===== src/rtl/sram_ctrl_pkg.sv =====
// Shared sizing and types for the single-port SRAM arbiter and its read-return buffer.
package sram_ctrl_pkg;
  localparam int DATA_W     = 128;
  localparam int ADDR_W     = 11;
  localparam int SRAM_DEPTH = 2048;
  localparam int RDQ_DEPTH  = 2;
  localparam int RDQ_OCC_W  = $clog2(RDQ_DEPTH + 1);

  typedef enum logic {
    GNT_RD = 1'b0,
    GNT_WR = 1'b1
  } gnt_side_e;
endpackage


===== src/rtl/rd_fifo_2x128.sv =====
// Two-entry read-return buffer; the head is always presented on pop_data.
module rd_fifo_2x128
  import sram_ctrl_pkg::*;
#(
  parameter int DATA_W = sram_ctrl_pkg::DATA_W
) (
  input  logic                 CLK,
  input  logic                 RST_N,
  input  logic                 push,
  input  logic [DATA_W-1:0]    push_data,
  input  logic                 pop,
  output logic [DATA_W-1:0]    pop_data,
  output logic                 valid,
  output logic [RDQ_OCC_W-1:0] occ
);

  logic [DATA_W-1:0]    head_reg;
  logic [DATA_W-1:0]    tail_reg;
  logic [RDQ_OCC_W-1:0] occ_reg;
  logic                 pop_eff;
  logic                 push_eff;

  // A pop on an empty buffer is ignored; a push into a full buffer only lands if a pop frees a slot.
  assign pop_eff  = pop && (occ_reg != '0);
  assign push_eff = push && ((occ_reg != RDQ_OCC_W'(RDQ_DEPTH)) || pop_eff);

  always_ff @(posedge CLK or negedge RST_N) begin
    if (!RST_N) begin
      head_reg <= '0;
      tail_reg <= '0;
      occ_reg  <= '0;
    end else begin
      unique case ({push_eff, pop_eff})
        2'b10: begin
          if (occ_reg == '0) head_reg <= push_data;
          else               tail_reg <= push_data;
          occ_reg <= occ_reg + RDQ_OCC_W'(1);
        end
        2'b01: begin
          head_reg <= tail_reg;
          occ_reg  <= occ_reg - RDQ_OCC_W'(1);
        end
        2'b11: begin
          if (occ_reg == RDQ_OCC_W'(1)) begin
            head_reg <= push_data;
          end else begin
            head_reg <= tail_reg;
            tail_reg <= push_data;
          end
        end
        default: ;
      endcase
    end
  end

  assign pop_data = head_reg;
  assign valid    = (occ_reg != '0);
  assign occ      = occ_reg;

endmodule


===== src/rtl/sram_arb_128b.sv =====
// Round-robin arbiter sharing one single-port SRAM between a write port and a read port
// with a small return buffer; read data arrives one edge after the read is accepted.
module sram_arb_128b
  import sram_ctrl_pkg::*;
#(
  parameter int DATA_W = sram_ctrl_pkg::DATA_W,
  parameter int ADDR_W = sram_ctrl_pkg::ADDR_W
) (
  input  logic              CLK,
  input  logic              RST_N,
  input  logic              wr_req,
  input  logic [ADDR_W-1:0] wr_addr,
  input  logic [DATA_W-1:0] wr_data,
  output logic              wr_gnt,
  input  logic              rd_req,
  input  logic [ADDR_W-1:0] rd_addr,
  output logic              rd_gnt,
  output logic [DATA_W-1:0] rd_data,
  output logic              rd_valid,
  input  logic              rd_ready,
  output logic              sram_cen,
  output logic              sram_wen,
  output logic [ADDR_W-1:0] sram_a,
  output logic [DATA_W-1:0] sram_d,
  input  logic [DATA_W-1:0] sram_q
);

  logic [RDQ_OCC_W-1:0] occ;
  logic                 pend_reg;
  gnt_side_e            last_reg;
  logic                 pop;
  logic [2:0]           in_flight;
  logic                 rd_elig;
  logic                 rd_cand;

  // Reads in flight after this edge (buffered + on the SRAM bus - leaving) must fit the buffer.
  assign pop       = rd_valid && rd_ready;
  assign in_flight = 3'(occ) + {2'b0, pend_reg} - {2'b0, pop};
  assign rd_elig   = (in_flight < 3'(RDQ_DEPTH));
  assign rd_cand   = rd_req && rd_elig;

  // RST_N gates the grants so the SRAM is idle the moment reset asserts.
  always_comb begin
    wr_gnt = RST_N && wr_req && (!rd_cand || (last_reg == GNT_RD));
    rd_gnt = RST_N && rd_cand && (!wr_req || (last_reg == GNT_WR));
  end

  always_comb begin
    sram_cen = 1'b1;
    sram_wen = 1'b1;
    sram_a   = '0;
    sram_d   = '0;
    if (wr_gnt) begin
      sram_cen = 1'b0;
      sram_wen = 1'b0;
      sram_a   = wr_addr;
      sram_d   = wr_data;
    end else if (rd_gnt) begin
      sram_cen = 1'b0;
      sram_a   = rd_addr;
    end
  end

  always_ff @(posedge CLK or negedge RST_N) begin
    if (!RST_N) begin
      pend_reg <= 1'b0;
      last_reg <= GNT_RD;
    end else begin
      pend_reg <= rd_gnt;
      if (wr_gnt)      last_reg <= GNT_WR;
      else if (rd_gnt) last_reg <= GNT_RD;
    end
  end

  rd_fifo_2x128 #(
    .DATA_W (DATA_W)
  ) u_rd_fifo (
    .CLK       (CLK),
    .RST_N     (RST_N),
    .push      (pend_reg),
    .push_data (sram_q),
    .pop       (pop),
    .pop_data  (rd_data),
    .valid     (rd_valid),
    .occ       (occ)
  );

endmodule

===== config.mk =====
export PLATFORM = sky130hd
export DESIGN_NAME = sram_arb_128b
export DESIGN_NICKNAME = d
export VERILOG_FILES = /design/src/rtl/sram_ctrl_pkg.sv /design/src/rtl/rd_fifo_2x128.sv /design/src/rtl/sram_arb_128b.sv
export SDC_FILE = /design/constraint.sdc
export NUM_CORES = 1
export LEC_CHECK = 0
export ABC_AREA = 0
export CAP_MARGIN = 20
export CORE_AREA = 2 2 216 218
export DETAILED_ROUTE_END_ITERATION = 7
export DIE_AREA = 0 0 218 220
export PLACE_DENSITY = 0.59
export SLEW_MARGIN = 0
export SYNTH_ARGS = -nofsm -noshare
export SYNTH_HDL_FRONTEND = slang
export SYNTH_SLANG_ARGS = --single-unit
export TNS_END_PERCENT = 100

===== constraint.sdc =====
create_clock -name CLK -period 4.34 [get_ports CLK]
set_clock_uncertainty 0.15 [all_clocks]
set_input_delay 0.434 -clock CLK [delete_from_list [all_inputs] [get_ports CLK]]
set_output_delay 0.434 -clock CLK [all_outputs]
set_load 0.005 [all_outputs]

==> reports/metrics.cfg, run 1 <==
[worst_hold_path]
hold_class = flop to flop
worstHoldStart = u_rd_fifo.tail_reg[71]$_DFFE_PN0P_
min_to = u_rd_fifo.tail_reg[71]$_DFFE_PN0P_
whs_path_depth = 1

[worst_setup_path]
cp_max_fo = 32
r2r_setup_slack_ns = 1.72
crit_path_start_kind = flop
end_kind = output pin
critical_path.max_stage_delay_ns = 0.53
critical_path_class = flop to output pin
crit_chain = inv_2, ha_4, nand2b_4, inv_4, ha_4, nand2b_4, fa_2, xnor2_2, and4_4, nor3_4, buf_12, buf_16, and2_1, clkdlybuf4s50_1
reg2reg_to = u_rd_fifo.tail_reg[64]$_DFFE_PN0P_
slowest_stage = clkdlybuf4s50_1
cp.arrival_ns = 3.63
r2r-start = u_rd_fifo.occ[0]$_DFFE_PN0P_
worstRegToRegCells = 8
critPathRequiredTime_ns = 3.76

[global_routing]
antenna_found_initial = 20
grt_pass1_wl_um = 67400
first_global_vias = 9944
met2_usage = 0.299
grtUsageTotal = 0.191
grtUsageMet3 = 0.0693
gr-usage-met1 = 0.240
grt_max_degree = 143
grt.busiest_layer = met2
grt_overflow = 0

[final_layout]
layout-drive-gt1-share = 0.147
n_fill_cell = 4389
stdcell_area_um2 = 19500
syn2layout_area_growth_pct = 62.6
fin_nets = 1890

[synthesis]
syn_area_um2 = 12000
syn-num-nets = 1334
synthArstFlopShare = 1.00
synth_flop_cell = dfrtp_1
synth_area_leader_cell = dfrtp_1
ys_seq_area_frac = 0.543
yosys-top-cells-area = dfrtp_1, mux2_2, mux2i_1, and2_1, a21oi_1
yosys.cell_count.top_type = dfrtp_1
synth_top_area_frac = 0.543
synth_seq_cells = 260
synth_cell_types = 27
synthTopCellsByCount = dfrtp_1, nor2_1, a21oi_1
syn_area_per_cell_um2 = 11.5
synth_cells = 1046
synth_edf_count = 0
yosysWarnings = 0

[clock_network]
htree_levels = 1
clockRootBuffer = clkbuf_16
cts_tree = done
insertion_delay_ns = 0.56
cts_num_sinks = 260
clock_path_buffers = 3
cts_buffers = 29
path_clk_slew_ns = 0.06

[placement]
dp_slack_ns = 0.116
dp_hpwl_um = 34100
routabilityCongestion = 0.925
numPortBuffers = 554
placed_cell_area_um2 = 18100

[run_status]
status = finished, final reports clean

[pwr]
peakVddDrop_uv = 479
power.leakage_nw = 8.90
power_density_nw_per_um2 = 612

[sta]
tns_ns = 0
timing.final.crit_share = 0.971
setup-violations-final = 0
tightestPinTransition_ns = 1.06
finalCriticalPeriod_ns = 4.21
final.setup.worst_slack_ns = 0.126
max_freq_mhz = 237
slew_violations = 0
hold_viol_final = 0
relSlewSlack = 0.296

[detailed_routing]
drt-wirelength-per-cell_um = 21.1
first_iter_violations = 568
finalWirelength_um = 47600
drc = 0
num_vias = 9941
ant_nets = 0
vias_per_cell = 4.42
drt-pass1-iter-count = 4

[job]
cap_violations = 0

[floorplan]
row_count = 79
start_util = 0.261
core_area_um2 = 45900
die_h_um = 220
dieWidth_um = 218
io_pins = 555
die_area_um2 = 48000

==> metal layers <==
| layer | vias up | part of all wire |
|---|---|---|
| met3 | 73 | 0.098 |
| met4 | 4 | 0.035 |
| met1 | 4823 | 0.41 |
| met5 | - | 0.00050 |
| met2 | 351 | 0.45 |
| li1 | 4690 | - |
==> final cells by class <==
type                    count  area, um2  area share
flip-flops and latches    260       6510       0.334
repair buffers            600       6090       0.313
multi-input cells         704       5110       0.262
clock buffers              42        865      0.0443
well taps                 607        759      0.0390
clock inverters             9       80.1     0.00411
diodes                     21       52.6     0.00270
inverters                   7       28.8     0.00148
==> power by group <==
part / leakage [nW] / total, mW / switching [mW] / internal, mW
Sequential: 3.06 / 4.27 / 0.625 / 3.65
Clock: 0.469 / 2.43 / 0.998 / 1.43
Combinational: 5.36 / 5.22 / 2.18 / 3.05
Total: 8.90 / 11.9 / 3.80 / 8.13
==> per-stage QoR <==
step	hold WS (ns)	utilization	power [mW]	instances
2_1_floorplan	-0.0116	-	6.76	1046
3_3_place_gp	0.261	0.395	9.24	2148
3_5_place_dp	0.261	0.395	9.37	2148
4_1_cts	0.336	0.423	12.0	2225
5_1_grt	0.346	0.424	12.7	2235
6_report	0.351	0.425	11.9	2250
==> placed cells by master, fill, tap and decap left out, drive strengths merged, types with 6 or more instances in the layout <==
cell             n
mux2           128
clkbuf          42
dfrtp          260
clkinv           6
o22ai           11
and2           128
nand2           25
nor2           134
a21oi          131
dlygate4sd2     99
buf             46
mux2i          130
clkdlybuf4s50  452
inv              8
diode           21
==> worst max-delay path, delay by kind of cell, from the launching register on <==
| kind | cells | cell delay, ns |
|---|---|---|
| flip-flops | 1 | 0.39 |
| XOR/XNOR | 1 | 0.15 |
| adder cells (fa/ha/maj) | 3 | 0.76 |
| buffers and inverters | 5 | 1.04 |
| AND/OR/NAND/NOR | 5 | 0.72 |
==> cells by family (layout without fill, tap and decap cells) <==
| kind of cell | after synthesis | count (layout) | synth area share |
|---|---|---|---|
| flops | 260 | 260 | 0.543 |
| fa+ha+maj | 5 | 5 | 0.00585 |
| simple gates | 294 | 294 | 0.122 |
| compound gates | 145 | 145 | 0.0619 |
| xor+xnor | 2 | 2 | 0.00146 |
| other cells | 0 | 21 | 0 |
| buf+inv | 82 | 658 | 0.0376 |
| mux | 258 | 258 | 0.229 |
==> how the worst max path moves through the flow <==
stage | to | from
floorplan | sram_d[100] | u_rd_fifo.occ[1]$_DFFE_PN0P_
global placement | sram_d[122] | rd_ready
detailed placement | sram_d[5] | rd_ready
CTS | sram_d[34] | u_rd_fifo.occ[1]$_DFFE_PN0P_
global route | sram_d[63] | u_rd_fifo.occ[0]$_DFFE_PN0P_
finish | sram_d[105] | u_rd_fifo.occ[0]$_DFFE_PN0P_
==> what timing repair did <==
action                                  4_1_cts  5_1_grt
endpoints found under the hold margin        45        0
endpoints found under the setup margin      142       80
setup buffers                                17        5
resized for setup                           123        6
hold buffers                                  1        0
pin swaps                                     1        4
gates cloned                                  8        0
Note: power is estimated with default switching activity, not from simulation.
==> run 2, diff against run 1 <==
Settings changed: PLACE_DENSITY 0.59 to 0.61, SYNTH_HIERARCHICAL from default to 1.
==> reports/metrics.cfg, run 2 <==
[detailed_routing]
vias_per_cell = 5.27
num_vias = 12500
drt-pass1-iter-count = 5
ant_nets = 0
finalWirelength_um = 57700
drc = 0
first_iter_violations = 1123
drt-wirelength-per-cell_um = 24.2

[pwr]
power_density_nw_per_um2 = 648
power_mw = 13.3
power.leakage_nw = 9.75
peakVddDrop_uv = 400

[clock_network]
insertion_delay_ns = 0.57
path_clk_slew_ns = 0.07
clockRootBuffer = clkbuf_16
clock_path_buffers = 3
cts_tree = done
cts_num_sinks = 260
cts_buffers = 30
htree_levels = 1

[worst_setup_path]
reg2reg_to = u_rd_fifo/pop_data[117]$_DFFE_PN0P_
cp_max_fo = 12
crit_chain = inv_4, ha_4, inv_1, and2_1, ha_1, nand2b_4, fa_2, xor2_4, buf_4, o21a_4, clkbuf_16, and2_1, clkdlybuf4s50_1
slowest_stage = clkdlybuf4s50_1
critPathRequiredTime_ns = 3.76
critical_path.max_stage_delay_ns = 0.46
crit_path_start_kind = flop
critical_path_class = flop to output pin
cp.arrival_ns = 3.75
crit_top_cell = and2_1
end_kind = output pin
r2r-start = u_rd_fifo/occ[1]$_DFFE_PN0P_
startpoint = u_rd_fifo/occ[1]$_DFFE_PN0P_
worstRegToRegCells = 6
r2r_setup_slack_ns = 1.61
critPathCapture = sram_d[124]

[sta]
final.setup.worst_slack_ns = 0.00503
timing.final.crit_share = 0.999
setup-violations-final = 0
rsz0062_at_grt = yes
max_freq_mhz = 231
tightestPinTransition_ns = 1.10
finalCriticalPeriod_ns = 4.33
slew_violations = 0
relSlewSlack = 0.270
hold_viol_final = 0

[synthesis]
synth_edf_count = 0
ys_seq_area_frac = 0.516
synth_area_leader_cell = dfrtp_1
yosysWarnings = 6
syn_area_um2 = 12600
synth_flop_cell = dfrtp_1
yosys.cell_count.top_type = dfrtp_1
yosys-top-cells-area = dfrtp_1, mux2_2, and2_1, a31oi_1, nand3_1
synthTopCellsByCount = dfrtp_1, and2_1, mux2_2, nand3_1, o21ai_0
synth_seq_cells = 260
synth_cells = 1233
synthArstFlopShare = 1.00
synth_cell_types = 30
synth_top_area_frac = 0.516
syn_area_per_cell_um2 = 10.2
syn-num-nets = 1521

[floorplan]
io_pins = 555
core_area_um2 = 45900
row_count = 79
die_area_um2 = 48000
die_h_um = 220
start_util = 0.275
dieWidth_um = 218

[placement]
routabilityCongestion = 0.873
placed_cell_area_um2 = 18700
dp_hpwl_um = 38500
dp_slack_ns = 0.237
dp_cells = 2290
numPortBuffers = 554

[final_layout]
layout_commonest_cell = clkdlybuf4s50_1
final_util = 0.446
stdcell_area_um2 = 20500
layout-drive-gt1-share = 0.144
syn2layout_area_growth_pct = 62.3
final_cell_mix = clkdlybuf4s50_1, dfrtp_1, and2_1
fin_nets = 2028
n_fill_cell = 4335
stdcell_count = 2379

[job]
cap_violations = 0

[worst_hold_path]
hold_class = input pin to async pin

[global_routing]
gr-usage-met1 = 0.320
first_global_vias = 11700
grt_max_degree = 161
grt_overflow = 0
met2_usage = 0.301
grt_pass1_wl_um = 79300
antenna_found_initial = 20
grt.busiest_layer = met1
grtUsageMet3 = 0.0945
grtUsageTotal = 0.220

[run_status]
status = finished, final reports clean

==> run 2: cell types whose count changed after synthesis, sizes merged, moves of 29 or more <==
cell | previous run | this run
nand3 | 1 | 130
nor2 | 134 | 2
clkbuf | 38 | 67
a21oi | 131 | 0
o21ai | 2 | 130
a31oi | 0 | 128
nor3 | 1 | 127
mux2i | 130 | 4
==> run 2: layer usage <==
| layer | share of wire | routed length (um) |
|---|---|---|
| met3 | 0.12 | 7040 |
| met5 | 0.0021 | 120 |
| met4 | 0.015 | 837 |
| met1 | 0.44 | 25500 |
| met2 | 0.42 | 24200 |
==> run 2: area by class of cell <==
class | count | area (um2) | share of cell area
sequential | 260 | 6510 | 0.318
timing repair buffer | 603 | 6500 | 0.317
multi-input combinational | 839 | 5560 | 0.272
clock buffer | 45 | 938 | 0.0459
tap | 607 | 759 | 0.0371
clock inverter | 11 | 158 | 0.00770
inverter | 6 | 25.0 | 0.00122
antenna | 8 | 20.0 | 0.000978
==> run 2: cell families (layout without fill, tap and decap cells) <==
family	after synthesis	after routing	share of synthesized area
AOI/OAI and AO/OA	272	274	0.123
muxes	134	134	0.119
adders and majority gates	5	5	0.00556
xor gates and xnor gates	3	3	0.00208
other	0	8	0
and+or+nand+nor	423	423	0.180
DFF	260	260	0.516
buffers and inverters	136	665	0.0549
==> run 2: what timing repair did <==
item	in CTS	in global routing
gates cloned	3	6
resized for setup	31	126
endpoints found under the hold margin	39	0
endpoints found under the setup margin	139	123
hold buffers	1	0
pin swaps	3	1
buffers inserted	8	7
==> run 2: how the worst min path moves through the flow <==
stage / start / end / slack (ns) / depth (start not counted)
floorplan: RST_N / last_reg$_DFFE_PN0P_ / -0.01 / 0
global placement: RST_N / u_rd_fifo/pop_data[52]$_DFFE_PN0P_ / 0.24 / 1
detailed placement: RST_N / u_rd_fifo/pop_data[52]$_DFFE_PN0P_ / 0.24 / 1
CTS: RST_N / u_rd_fifo/pop_data[52]$_DFFE_PN0P_ / 0.30 / 2
global route: RST_N / u_rd_fifo/tail_reg[52]$_DFFE_PN0P_ / 0.32 / 2
finish: RST_N / u_rd_fifo/tail_reg[52]$_DFFE_PN0P_ / 0.28 / 2
==> run 2: metrics by stage <==
step,TNS (ns),hold slack (ns)
finish,0,0.282
global route,-0.550,0.318
CTS,0,0.300
detailed placement,0,0.238
global placement,0,0.239
floorplan,0,-0.0116
==> run 2: worst max-delay path: cells and delay by family (launching register included) <==
family,cells,cell delay [ns]
buffers and inverters,5,0.94
adder cells (fa/ha/maj),3,0.88
AND/OR/NAND/NOR,3,0.50
flip-flops,1,0.42
AO/OA/AOI/OAI,1,0.27
XOR/XNOR,1,0.18
==> run 2: report_power, final <==
group          internal (mW)  total [mW]  switching (mW)
Combinational           3.30        6.14            2.84
Sequential              3.67        4.35           0.682
Clock                   1.72        2.77            1.05
Total                   8.69        13.3            4.57
==> run 3, diff against run 2 <==
Settings changed: SKIP_LAST_GASP from default to 1.
==> reports/metrics.cfg, run 3 (synthesis gave the netlist of run 2 again) <==
[clock_network]
cts_num_sinks = 260
insertion_delay_ns = 0.57
clockRootBuffer = clkbuf_16
path_clk_slew_ns = 0.07
htree_levels = 1
cts_tree = done
clock_path_buffers = 3
cts_buffers = 30

[detailed_routing]
drt-wirelength-per-cell_um = 24.2
first_iter_violations = 1144
finalWirelength_um = 57600
drt-pass1-iter-count = 5
ant_nets = 0
vias_per_cell = 5.26
num_vias = 12500
drc = 0

[sta]
holdWs_ns = 0.290
final.setup.worst_slack_ns = 0.0146
hold_viol_final = 0
setup-violations-final = 0
finalCriticalPeriod_ns = 4.33
slew_violations = 0
relSlewSlack = 0.254
tightestPinTransition_ns = 1.12
rsz0062_at_grt = yes
timing.final.crit_share = 0.997
tns_ns = 0
max_freq_mhz = 231

[final_layout]
fin_nets = 2028
final_cell_mix = clkdlybuf4s50_1, dfrtp_1, and2_1
stdcell_area_um2 = 20300
syn2layout_area_growth_pct = 61.0
final_util = 0.443
layout-drive-gt1-share = 0.144
layout_commonest_cell = clkdlybuf4s50_1
stdcell_count = 2380

[global_routing]
grt_max_degree = 161
antenna_found_initial = 23
first_global_vias = 11700
grt_overflow = 0
grtUsageTotal = 0.220
grt_pass1_wl_um = 79300

[floorplan]
io_pins = 555
die_area_um2 = 48000
die_h_um = 220
start_util = 0.275
core_area_um2 = 45900
row_count = 79
dieWidth_um = 218

[pwr]
power_density_nw_per_um2 = 654
peakVddDrop_uv = 399
power_mw = 13.3
power.leakage_nw = 8.70

[worst_setup_path]
cp_max_fo = 12
end_kind = output pin
critical_path_class = flop to output pin
cp.arrival_ns = 3.74
startpoint = u_rd_fifo/occ[1]$_DFFE_PN0P_
crit_path_start_kind = flop
r2r-start = u_rd_fifo/occ[1]$_DFFE_PN0P_
critPathRequiredTime_ns = 3.76

[placement]
dp_slack_ns = 0.237
routabilityCongestion = 0.873
dp_cells = 2290
placed_cell_area_um2 = 18700
numPortBuffers = 554
dp_hpwl_um = 38500

[run_status]
status = finished, final reports clean

[worst_hold_path]
hold_class = input pin to async pin

[job]
cap_violations = 0

[run 3: cell types whose count changed in the layout (fill, tap and decap cells not counted), sizes merged]
cell / change
clkdlybuf4s15: -4
clkdlybuf4s50: +64
diode: +1
dlygate4sd2: +4
dlymetal6s2s: -64
[run 3: power by group]
group	switching, mW	internal [mW]	leakage [nW]
combinational	2.84	3.32	5.11
sequential	0.678	3.67	3.05
clock	1.05	1.72	0.545
total	4.57	8.71	8.70
[run 3: worst max-delay path: stages, from the launching register on]
cell and delay (ns):
dfrtp_2 0.42, inv_4 0.08, ha_4 0.14, inv_1 0.05, and2_1 0.17, ha_1 0.29
nand2b_4 0.16, fa_2 0.45, xor2_4 0.18, buf_4 0.16, o21a_4 0.27, clkbuf_16 0.19
and2_1 0.16, clkdlybuf4s50_1 0.46
[run 3: timing repair]
action	in CTS	in global routing
hold buffers	1	0
endpoints found under the hold margin	39	0
setup buffers	8	7
cloned	3	6
pin swaps	3	1
resized for setup	31	58
endpoints found under the setup margin	139	123
[run 3: final timing paths]
check                                                      end  slack (ns)  cells after the start
setup / recovery                                    sram_d[20]        0.01                     13
hold / removal              u_rd_fifo/tail_reg[52]$_DFFE_PN0P_        0.29                      2
max in group asynchronous  u_rd_fifo/pop_data[117]$_DFFE_PN0P_        2.35                      3
min in group CLK            u_rd_fifo/pop_data[67]$_DFFE_PN0P_        0.33                      3
setup reg to reg           u_rd_fifo/pop_data[117]$_DFFE_PN0P_        1.59                      6
hold reg to reg             u_rd_fifo/tail_reg[11]$_DFFE_PN0P_        0.35                      1
[run 3: layout make-up]
type                    instances  area, um2
flip-flops and latches        260       6510
clock buffers                  45        938
repair buffers                603       6330
diodes                          9       22.5
clock inverters                11        158
fillers                      4344      25600
inverters                       6       25.0
well taps                     607        759
multi-input cells             839       5560
[run 3: per-layer routing]
layer  global-route usage  up-vias  part of all wire
met3               0.0945       95              0.12
li1                     -     5482                 -
met1                0.320     6324              0.44
met2                0.301      598              0.42
met5                    0        -            0.0027
met4               0.0374       28             0.015
